$ cat config.mk
export PLATFORM = sky130hd
export DESIGN_NAME = clock_ctrl
export DESIGN_NICKNAME = d
export VERILOG_FILES = /design/src/rtl/sap3_pkg.sv /design/src/rtl/sat_counter.sv /design/src/rtl/clock_ctrl.sv
export SDC_FILE = /design/constraint.sdc
export NUM_CORES = 1
export LEC_CHECK = 0
export ABC_AREA = 1
export CAP_MARGIN = 20
export CORE_ASPECT_RATIO = 1.25
export CORE_UTILIZATION = 49
export DETAILED_ROUTE_END_ITERATION = 10
export PLACE_DENSITY = 0.8
export SYNTH_ARGS = -nofsm -noshare
export SYNTH_HDL_FRONTEND = slang
export SYNTH_HIERARCHICAL = 1
export SYNTH_SLANG_ARGS = --single-unit
export TNS_END_PERCENT = 5
$ cat constraint.sdc
create_clock -name clk -period 2.25 [get_ports clk]
set_input_delay 0.45 -clock clk [delete_from_list [all_inputs] [get_ports clk]]
set_output_delay 0.45 -clock clk [all_outputs]
set_load 0.02 [all_outputs]
$ cat src/rtl/sap3_pkg.sv
// Shared types and default widths for the sap3 clock controller.
// Holds the run/halt/step state encoding and width defaults.
package sap3_pkg;

   typedef enum logic [1:0] {
      ST_RUN  = 2'd0,
      ST_HALT = 2'd1,
      ST_STEP = 2'd2
   } state_t;

   localparam int STEP_W_DEF = 8;
   localparam int CYC_W_DEF  = 32;

endpackage

$ cat src/rtl/sat_counter.sv
// Saturating up-counter with synchronous clear.
// Holds at all-ones once reached; only i_clr brings it back to zero.
module sat_counter #(
   parameter int W = 32
) (
   input  logic         clk,
   input  logic         i_clr,
   input  logic         i_en,
   output logic [W-1:0] o_cnt
);

   logic [W-1:0] r_cnt;
   logic         w_full;

   assign w_full = (r_cnt == {W{1'b1}});

   always_ff @(posedge clk) begin
      if (i_clr) begin
         r_cnt <= '0;
      end else if (i_en && !w_full) begin
         r_cnt <= r_cnt + W'(1);
      end
   end

   assign o_cnt = r_cnt;

endmodule

$ cat src/rtl/clock_ctrl.sv
// Run/halt/step controller producing a registered hlt level for the core clock gate.
// Step bursts exist only when CLOCK_CTRL_STEP_EN is defined.
module clock_ctrl
   import sap3_pkg::*;
#(
   parameter bit START_RUN = 1'b1,
   parameter int STEP_W    = STEP_W_DEF,
   parameter int CYC_W     = CYC_W_DEF
) (
   input  logic              clk,
   input  logic              rst,
   input  logic              hlt_instr,
   input  logic              halt_req,
   input  logic              run_req,
   input  logic              step_req,
   input  logic [STEP_W-1:0] step_count,
   output logic              hlt,
   output logic              step_done,
   output logic [CYC_W-1:0]  cyc_cnt
);

   localparam state_t RST_ST = START_RUN ? ST_RUN : ST_HALT;

   state_t r_state;
   state_t w_state;
   logic   r_hlt;
   logic   r_hlt_prev;
   logic   w_edge;
   logic   w_stop;

   assign w_edge = hlt_instr & ~r_hlt_prev;
   assign w_stop = halt_req | w_edge;

`ifdef CLOCK_CTRL_STEP_EN
   logic [STEP_W-1:0] r_cnt;
   logic [STEP_W-1:0] w_cnt;
   logic              r_done;
   logic              w_done;
`else
   logic w_unused_step;
   assign w_unused_step = step_req | (|step_count);
`endif

   always_comb begin
      w_state = r_state;
`ifdef CLOCK_CTRL_STEP_EN
      w_cnt  = r_cnt;
      w_done = 1'b0;
`endif
      unique case (r_state)
         ST_RUN: begin
            if (w_stop) w_state = ST_HALT;
         end
         ST_HALT: begin
            if (w_stop) begin
               w_state = ST_HALT;
            end else if (run_req) begin
               w_state = ST_RUN;
            end
`ifdef CLOCK_CTRL_STEP_EN
            else if (step_req) begin
               if (step_count != '0) begin
                  w_state = ST_STEP;
                  w_cnt   = step_count;
               end else begin
                  w_done = 1'b1;
               end
            end
`endif
         end
`ifdef CLOCK_CTRL_STEP_EN
         ST_STEP: begin
            w_cnt = r_cnt - STEP_W'(1);
            // an abort wins over a burst that would end this same cycle
            if (w_stop) begin
               w_state = ST_HALT;
            end else if (r_cnt == STEP_W'(1)) begin
               w_state = ST_HALT;
               w_done  = 1'b1;
            end
         end
`endif
         default: w_state = ST_HALT;
      endcase
   end

   always_ff @(posedge clk) begin
      if (rst) begin
         r_state    <= RST_ST;
         r_hlt      <= ~START_RUN;
         r_hlt_prev <= 1'b0;
      end else begin
         r_state    <= w_state;
         r_hlt      <= (w_state == ST_HALT);
         r_hlt_prev <= hlt_instr;
      end
   end

`ifdef CLOCK_CTRL_STEP_EN
   always_ff @(posedge clk) begin
      if (rst) begin
         r_cnt  <= '0;
         r_done <= 1'b0;
      end else begin
         r_cnt  <= w_cnt;
         r_done <= w_done;
      end
   end

   assign step_done = r_done;
`else
   assign step_done = 1'b0;
`endif

   sat_counter #(
      .W (CYC_W)
   ) u_cyc (
      .clk   (clk),
      .i_clr (rst),
      .i_en  (~r_hlt),
      .o_cnt (cyc_cnt)
   );

   assign hlt = r_hlt;

endmodule
==> flow_summary.json, run 1 <==
{
  "insertion_delay_ps": 290,
  "crit_family": "buffers and inverters",
  "synth_edf_count": 0,
  "ys_types": 25,
  "grt.overflow.total": 0,
  "fin_ws_ps": 415,
  "status": "completed",
  "ctsHtreeMaxLevel": 2,
  "yosysWarnings": 6,
  "p_sw_mw": 0.286,
  "min_period_over_period_pct": 81.6,
  "cts_hold_buffers": 0,
  "leakage_nw": 0.990,
  "max-vdd-ir-drop_mv": 0.438,
  "switching_share_pct": 22.2,
  "pwr-share-clk_pct": 43.7,
  "syn_inst": 339,
  "cp_num_buf_inv": 1,
  "track_usage_pct": 25.6,
  "place_area_sq_mm": 0.00253,
  "num-nets-final": 394,
  "finalHoldViolCount": 0,
  "syn_area_sq_mm": 0.00213,
  "die-area_sq_mm": 0.00461,
  "critical_path_class": "flip-flop to output pin",
  "antenna_found_initial": 0,
  "required_ps": 1800,
  "vias_per_cell": 5.15,
  "place_congestion": 0.923,
  "yosysSeqAreaShare_pct": 33.9,
  "io_pins": 48,
  "dp_hpwl_mm": 3.97,
  "cp_slowest_cell": "clkdlybuf4s50_1",
  "fmax_mhz": 545,
  "final_layout_size_suffix_gt1_share_pct": 7.37,
  "p_int_mw": 1.00,
  "final_cells": 436,
  "setup_tns_ps": 0,
  "route.detailed.drc": 0,
  "postCtsSetupBuffers": 0,
  "rsz0062_at_grt": "no",
  "path_clk_slew_ps": 80,
  "power.share.combinational_pct": 5.7,
  "cp_max_fo": 7,
  "clkSinkCount": 36,
  "hold_slack_ps": 531,
  "final_area_sq_mm": 0.00265,
  "cts_buffer_depth": 2,
  "cts_buffers": 5,
  "drv_slew": 0,
  "dp_slack_ps": 509,
  "cts_tree": "yes",
  "antenna_left": 0,
  "setup_viol": 0,
  "yosys_register_bits": 36,
  "cts-resized-gates": 0,
  "antenna_cells": 0,
  "die_width_um": 60.9,
  "grt_max_degree": 27,
  "start_util_pct": 51.5,
  "place_inst": 428,
  "finalClockSkew_ps": 5.80,
  "cp_cell_sequence": "clkdlybuf4s50_1",
  "async_flop_share_pct": 0,
  "vias": 2247,
  "first_pass_iters": 4,
  "areaGrowthSynthToFinish_pct": 24.4,
  "syn_area_per_cell_sq_um": 6.27,
  "critPathLaunchType": "flip-flop",
  "powerDensity_mw_per_mm2": 488,
  "io_buffers": 37,
  "crit_arrival_ps": 1390,
  "power_mw": 1.29,
  "grt_pass1_vias": 1986,
  "core_area_sq_mm": 0.00413,
  "finalCriticalPeriod_ps": 1840,
  "cp_slowest_stage_delay_ps": 650,
  "pwr-share-seq_pct": 50.5,
  "holdCritPathClass": "flip-flop to flip-flop",
  "rows": 26,
  "grt_pass1_wl_mm": 8.63,
  "utilization_pct": 64.0,
  "endpoint_kind": "output pin",
  "root_buffer": "clkbuf_8",
  "drt-total-wl_mm": 5.22,
  "die_height_um": 75.6,
  "synthFlopType": "dfxtp_1",
  "max-cap-violations": 0,
  "wl_per_cell_um": 12.0,
  "initialDrtViolationCount": 159
}
## power groups by stage
stage,clock [mW],combinational (mW),sequential (mW)
detailed placement,0,0.0739,0.667
finish,0.564,0.0738,0.652
floorplan,0,0.0393,0.672
global route,0.608,0.0835,0.652
CTS,0.578,0.0742,0.652
global placement,0,0.0719,0.666
## cells in the final DEF (no fill, tap or decap), types with 6 or more instances in the layout
cell | synthesis | routed
clkdlybuf4s50_1 | 0 | 37
nor2_1 | 78 | 78
nand3_1 | 33 | 33
nand4_1 | 12 | 12
nor2_2 | 6 | 6
nand2_1 | 85 | 85
dfxtp_1 | 36 | 36
inv_1 | 28 | 28
a21oi_1 | 22 | 22
nor3_1 | 6 | 6
## synth_stat cells (2+ instances only)
library cell  number  share of area, %
inv_1             28               4.9
nand3b_1           5               1.8
nor2_1            78                14
nor3_1             6               1.4
nand2_2            3              0.88
nor2_4             4               2.1
nand4_1           12               3.5
buf_2              2              0.47
clkbuf_1           3              0.53
dfxtp_1           36                34
buf_6              4               2.1
a21oi_1           22               5.2
nand3_1           33               7.8
nor2_2             6               1.8
a31oi_1            3              0.88
nand2_1           85                15
## worst register-to-register path, delay by kind of cell, from the launching register on
family	cells	cell delay [ps]
adders and majority gates	1	220
and+or+nand+nor	6	810
DFF	1	420
AOI/OAI and AO/OA	1	230
## cells by family (layout without fill, tap and decap cells)
| logic type | Yosys count | after routing | share of synthesized area (%) |
|---|---|---|---|
| flip-flops | 36 | 36 | 33.9 |
| AND/OR/NAND/NOR | 235 | 235 | 49.8 |
| adder cells (fa/ha/maj) | 1 | 1 | 0.588 |
| XOR/XNOR | 2 | 2 | 0.824 |
| other | 1 | 2 | 0.176 |
| AO/OA/AOI/OAI | 26 | 26 | 6.30 |
| buffers and inverters | 38 | 78 | 8.42 |
## area by class of cell
class	instances	area, sq um
inverter	28	105
sequential	36	721
multi-input combinational	266	1230
tap	56	70.1
fill	401	1490
clock buffer	5	68.8
timing repair buffer	42	408
clock inverter	3	42.5
## state kept, by name, summed over array words and instances (netlist names)
name         flops
r_hlt_prev       1
hlt              1
u_cyc/o_cnt     32
r_state          2
## worst paths after layout
path	startpoint	endpoint	slack (ps)	depth (start not counted)
setup / recovery	u_cyc/o_cnt[26]$_SDFFE_PP0P_	cyc_cnt[26]	410	1
hold / removal	u_cyc/o_cnt[1]$_SDFFE_PP0P_	u_cyc/o_cnt[1]$_SDFFE_PP0P_	530	2
setup reg to reg	u_cyc/o_cnt[0]$_SDFFE_PP0P_	u_cyc/o_cnt[29]$_SDFFE_PP0P_	470	8
hold reg to reg	u_cyc/o_cnt[1]$_SDFFE_PP0P_	u_cyc/o_cnt[1]$_SDFFE_PP0P_	530	2
## per-layer routing
metal | part of all wire, % | up-vias | GRT usage (%)
li1 | - | 1165 | -
met1 | 43 | 992 | 30.7
met5 | 0 | - | 0
met2 | 48 | 78 | 41.4
met3 | 6.1 | 12 | 6.96
met4 | 2.4 | 0 | 13.6
(Power assumes the default switching activity.)
==> inputs of run 2 (changes only) <==
--- a/config.mk
+++ b/config.mk
@@ -8,9 +8,9 @@
 export ABC_AREA = 1
 export CAP_MARGIN = 20
 export CORE_ASPECT_RATIO = 1.25
-export CORE_UTILIZATION = 49
+export CORE_UTILIZATION = 45
 export DETAILED_ROUTE_END_ITERATION = 10
-export PLACE_DENSITY = 0.8
+export PLACE_DENSITY = 0.78
 export SYNTH_ARGS = -nofsm -noshare
 export SYNTH_HDL_FRONTEND = slang
 export SYNTH_HIERARCHICAL = 1
==> constraint.sdc (replaced) <==
create_clock -name clk -period 1.51 [get_ports clk]
set_input_delay 0.302 -clock clk [delete_from_list [all_inputs] [get_ports clk]]
set_output_delay 0.302 -clock clk [all_outputs]
set_load 0.02 [all_outputs]
==> flow_summary.json, run 2 (synthesis gave the netlist of run 1 again) <==
{
  "grt_max_degree": 30,
  "hold_start": "u_cyc/o_cnt[4]$_SDFFE_PP0P_",
  "place_area_sq_mm": 0.00275,
  "status": "finished with violations",
  "cts_buffers": 5,
  "finalHoldViolCount": 0,
  "cp_slowest_cell": "dfxtp_4",
  "timing.rr.end": "u_cyc/o_cnt[26]$_SDFFE_PP0P_",
  "r2r_start": "u_cyc/o_cnt[1]$_SDFFE_PP0P_",
  "first_pass_iters": 5,
  "rows": 27,
  "fmax_mhz": 643,
  "critPathLaunchType": "flip-flop",
  "place_congestion": 0.940,
  "grt_pass1_vias": 2261,
  "cts_tree": "yes",
  "power_mw": 1.95,
  "drv_slew": 0,
  "powerDensity_mw_per_mm2": 645,
  "hold_slack_ps": 496,
  "vias": 2535,
  "largest_register_ffs": 32,
  "die_width_um": 63.5,
  "endpoint_kind": "flip-flop",
  "critical_path_class": "flip-flop to flip-flop",
  "cts_buffer_depth": 2,
  "reg2reg_depth": 9,
  "cp_max_fo": 6,
  "most-common-layout-cells": "nand2_1, nor2_1, dlygate4sd2_1",
  "utilization_pct": 67.9,
  "die_height_um": 78.8,
  "whs_endpoint": "u_cyc/o_cnt[4]$_SDFFE_PP0P_",
  "dp_hpwl_mm": 4.25,
  "max-vdd-ir-drop_mv": 0.558,
  "fillerInstances": 399,
  "final_layout_size_suffix_gt1_share_pct": 25.4,
  "finalCriticalPeriod_ps": 1550,
  "fin_ws_ps": -44.0,
  "hold_depth": 2,
  "cp_cell_sequence": "ha_4 -> nand2_4 -> nor2_4 -> nand2_4 -> nor2_4 -> buf_6 -> nand3b_4 -> a21oi_2 -> nor2_1",
  "min_period_over_period_pct": 103,
  "final_common_cell": "nand2_1",
  "path_clk_slew_ps": 70,
  "antenna_found_initial": 0,
  "final_area_sq_mm": 0.00303,
  "core_area_sq_mm": 0.00446,
  "rsz0062_at_grt": "yes",
  "num-nets-final": 424,
  "cts_hold_buffers": 0,
  "track_usage_pct": 24.3,
  "finalClockSkew_ps": 3.50,
  "setup_tns_ps": -153,
  "root_buffer": "clkbuf_8",
  "io_buffers": 37,
  "start_util_pct": 47.7,
  "ctsHtreeMaxLevel": 2,
  "io_pins": 48,
  "drt-total-wl_mm": 6.26,
  "insertion_delay_ps": 300,
  "initialDrtViolationCount": 223,
  "cp.depth": 9,
  "cp_slowest_stage_delay_ps": 360,
  "wl_per_cell_um": 13.4,
  "leakage_nw": 1.42,
  "setup_viol": 10,
  "antenna_cells": 0,
  "violations": "negative setup slack",
  "antenna_left": 0,
  "crit_arrival_ps": 1750,
  "holdCritPathClass": "flip-flop to flip-flop",
  "route.detailed.drc": 0,
  "areaGrowthSynthToFinish_pct": 42.5,
  "r2r_slack_ps": -40,
  "required_ps": 1700,
  "max-cap-violations": 0,
  "die-area_sq_mm": 0.00500,
  "clkSinkCount": 36,
  "cp_num_buf_inv": 1,
  "grt_pass1_wl_mm": 9.60,
  "grt.overflow.total": 0,
  "vias_per_cell": 5.42,
  "crit_family": "simple AND/OR/NAND/NOR gates"
}
[run 2: changes by cell type in the layout (fill, tap and decap cells not counted), sizes merged]
cell           previous run  this run
clkdlybuf4s50            37         4
dlygate4sd2               0        33
buf                       5        32
nand3b                    6         9
[run 2: stage by stage]
| step | setup WS, ps | instances |
|---|---|---|
| CTS | -50.4 | 460 |
| global placement | -15.0 | 452 |
| detailed placement | -57.4 | 452 |
| floorplan | -17.0 | 340 |
| finish | -44.0 | 468 |
| global route | -102 | 468 |
[run 2: final cells by class]
type	instances	area, sq um	area share (%)
multi-input cells	269	1390	46.0
flip-flops and latches	36	757	25.0
repair buffers	69	589	19.5
inverters	28	105	3.47
well taps	58	72.6	2.40
clock buffers	5	68.8	2.27
clock inverters	3	42.5	1.40
[run 2: power breakdown]
| group | switching [mW] | total (mW) | internal (mW) |
|---|---|---|---|
| Clock | 0.373 | 0.861 | 0.488 |
| Sequential | 0.00792 | 0.967 | 0.959 |
| Combinational | 0.0727 | 0.125 | 0.0527 |
[run 2: layer usage]
layer / up-vias / GRT usage [%] / part of all wire, %
met2: 109 / 43.0 / 51
li1: 1241 / - / -
met3: 16 / 4.02 / 5.9
met5: - / 0 / 0
met4: 0 / 12.3 / 2.4
met1: 1169 / 27.8 / 41
[run 2: how the worst max path moves through the flow]
stage | endpoint | slack (ps) | start
CTS | u_cyc/o_cnt[13]$_SDFFE_PP0P_ | -50 | u_cyc/o_cnt[1]$_SDFFE_PP0P_
finish | u_cyc/o_cnt[26]$_SDFFE_PP0P_ | -40 | u_cyc/o_cnt[1]$_SDFFE_PP0P_
detailed placement | u_cyc/o_cnt[25]$_SDFFE_PP0P_ | -60 | u_cyc/o_cnt[1]$_SDFFE_PP0P_
global placement | u_cyc/o_cnt[25]$_SDFFE_PP0P_ | -20 | u_cyc/o_cnt[1]$_SDFFE_PP0P_
global route | u_cyc/o_cnt[26]$_SDFFE_PP0P_ | -100 | u_cyc/o_cnt[1]$_SDFFE_PP0P_
floorplan | u_cyc/o_cnt[17]$_SDFFE_PP0P_ | -20 | u_cyc/o_cnt[1]$_SDFFE_PP0P_
[run 2: what timing repair did]
action | CTS | global route
endpoints found under the hold margin | 0 | 0
gates resized for setup | 35 | 35
cloned | 0 | 3
endpoints found under the setup margin | 50 | 32
setup buffers | 0 | 5
pin swaps | 2 | 11
[run 2: worst reg2reg max path, cell delays in order, from the launching register on]
cell      delay (ps)
dfxtp_4          360
ha_4             150
nand2_4           60
nor2_4           140
nand2_4           80
nor2_4           110
buf_6            140
nand3b_4         160
a21oi_2          190
nor2_1            60
==> inputs of run 3 (changes only) <==
--- a/config.mk
+++ b/config.mk
@@ -9,8 +9,10 @@
 export CAP_MARGIN = 20
 export CORE_ASPECT_RATIO = 1.25
 export CORE_UTILIZATION = 45
+export CTS_CLUSTER_SIZE = 12
 export DETAILED_ROUTE_END_ITERATION = 10
 export PLACE_DENSITY = 0.78
+export SLEW_MARGIN = 40
 export SYNTH_ARGS = -nofsm -noshare
 export SYNTH_HDL_FRONTEND = slang
 export SYNTH_HIERARCHICAL = 1
==> results of run 3 <==
The final DEF is identical to that of run 2; final timing and power are the same.
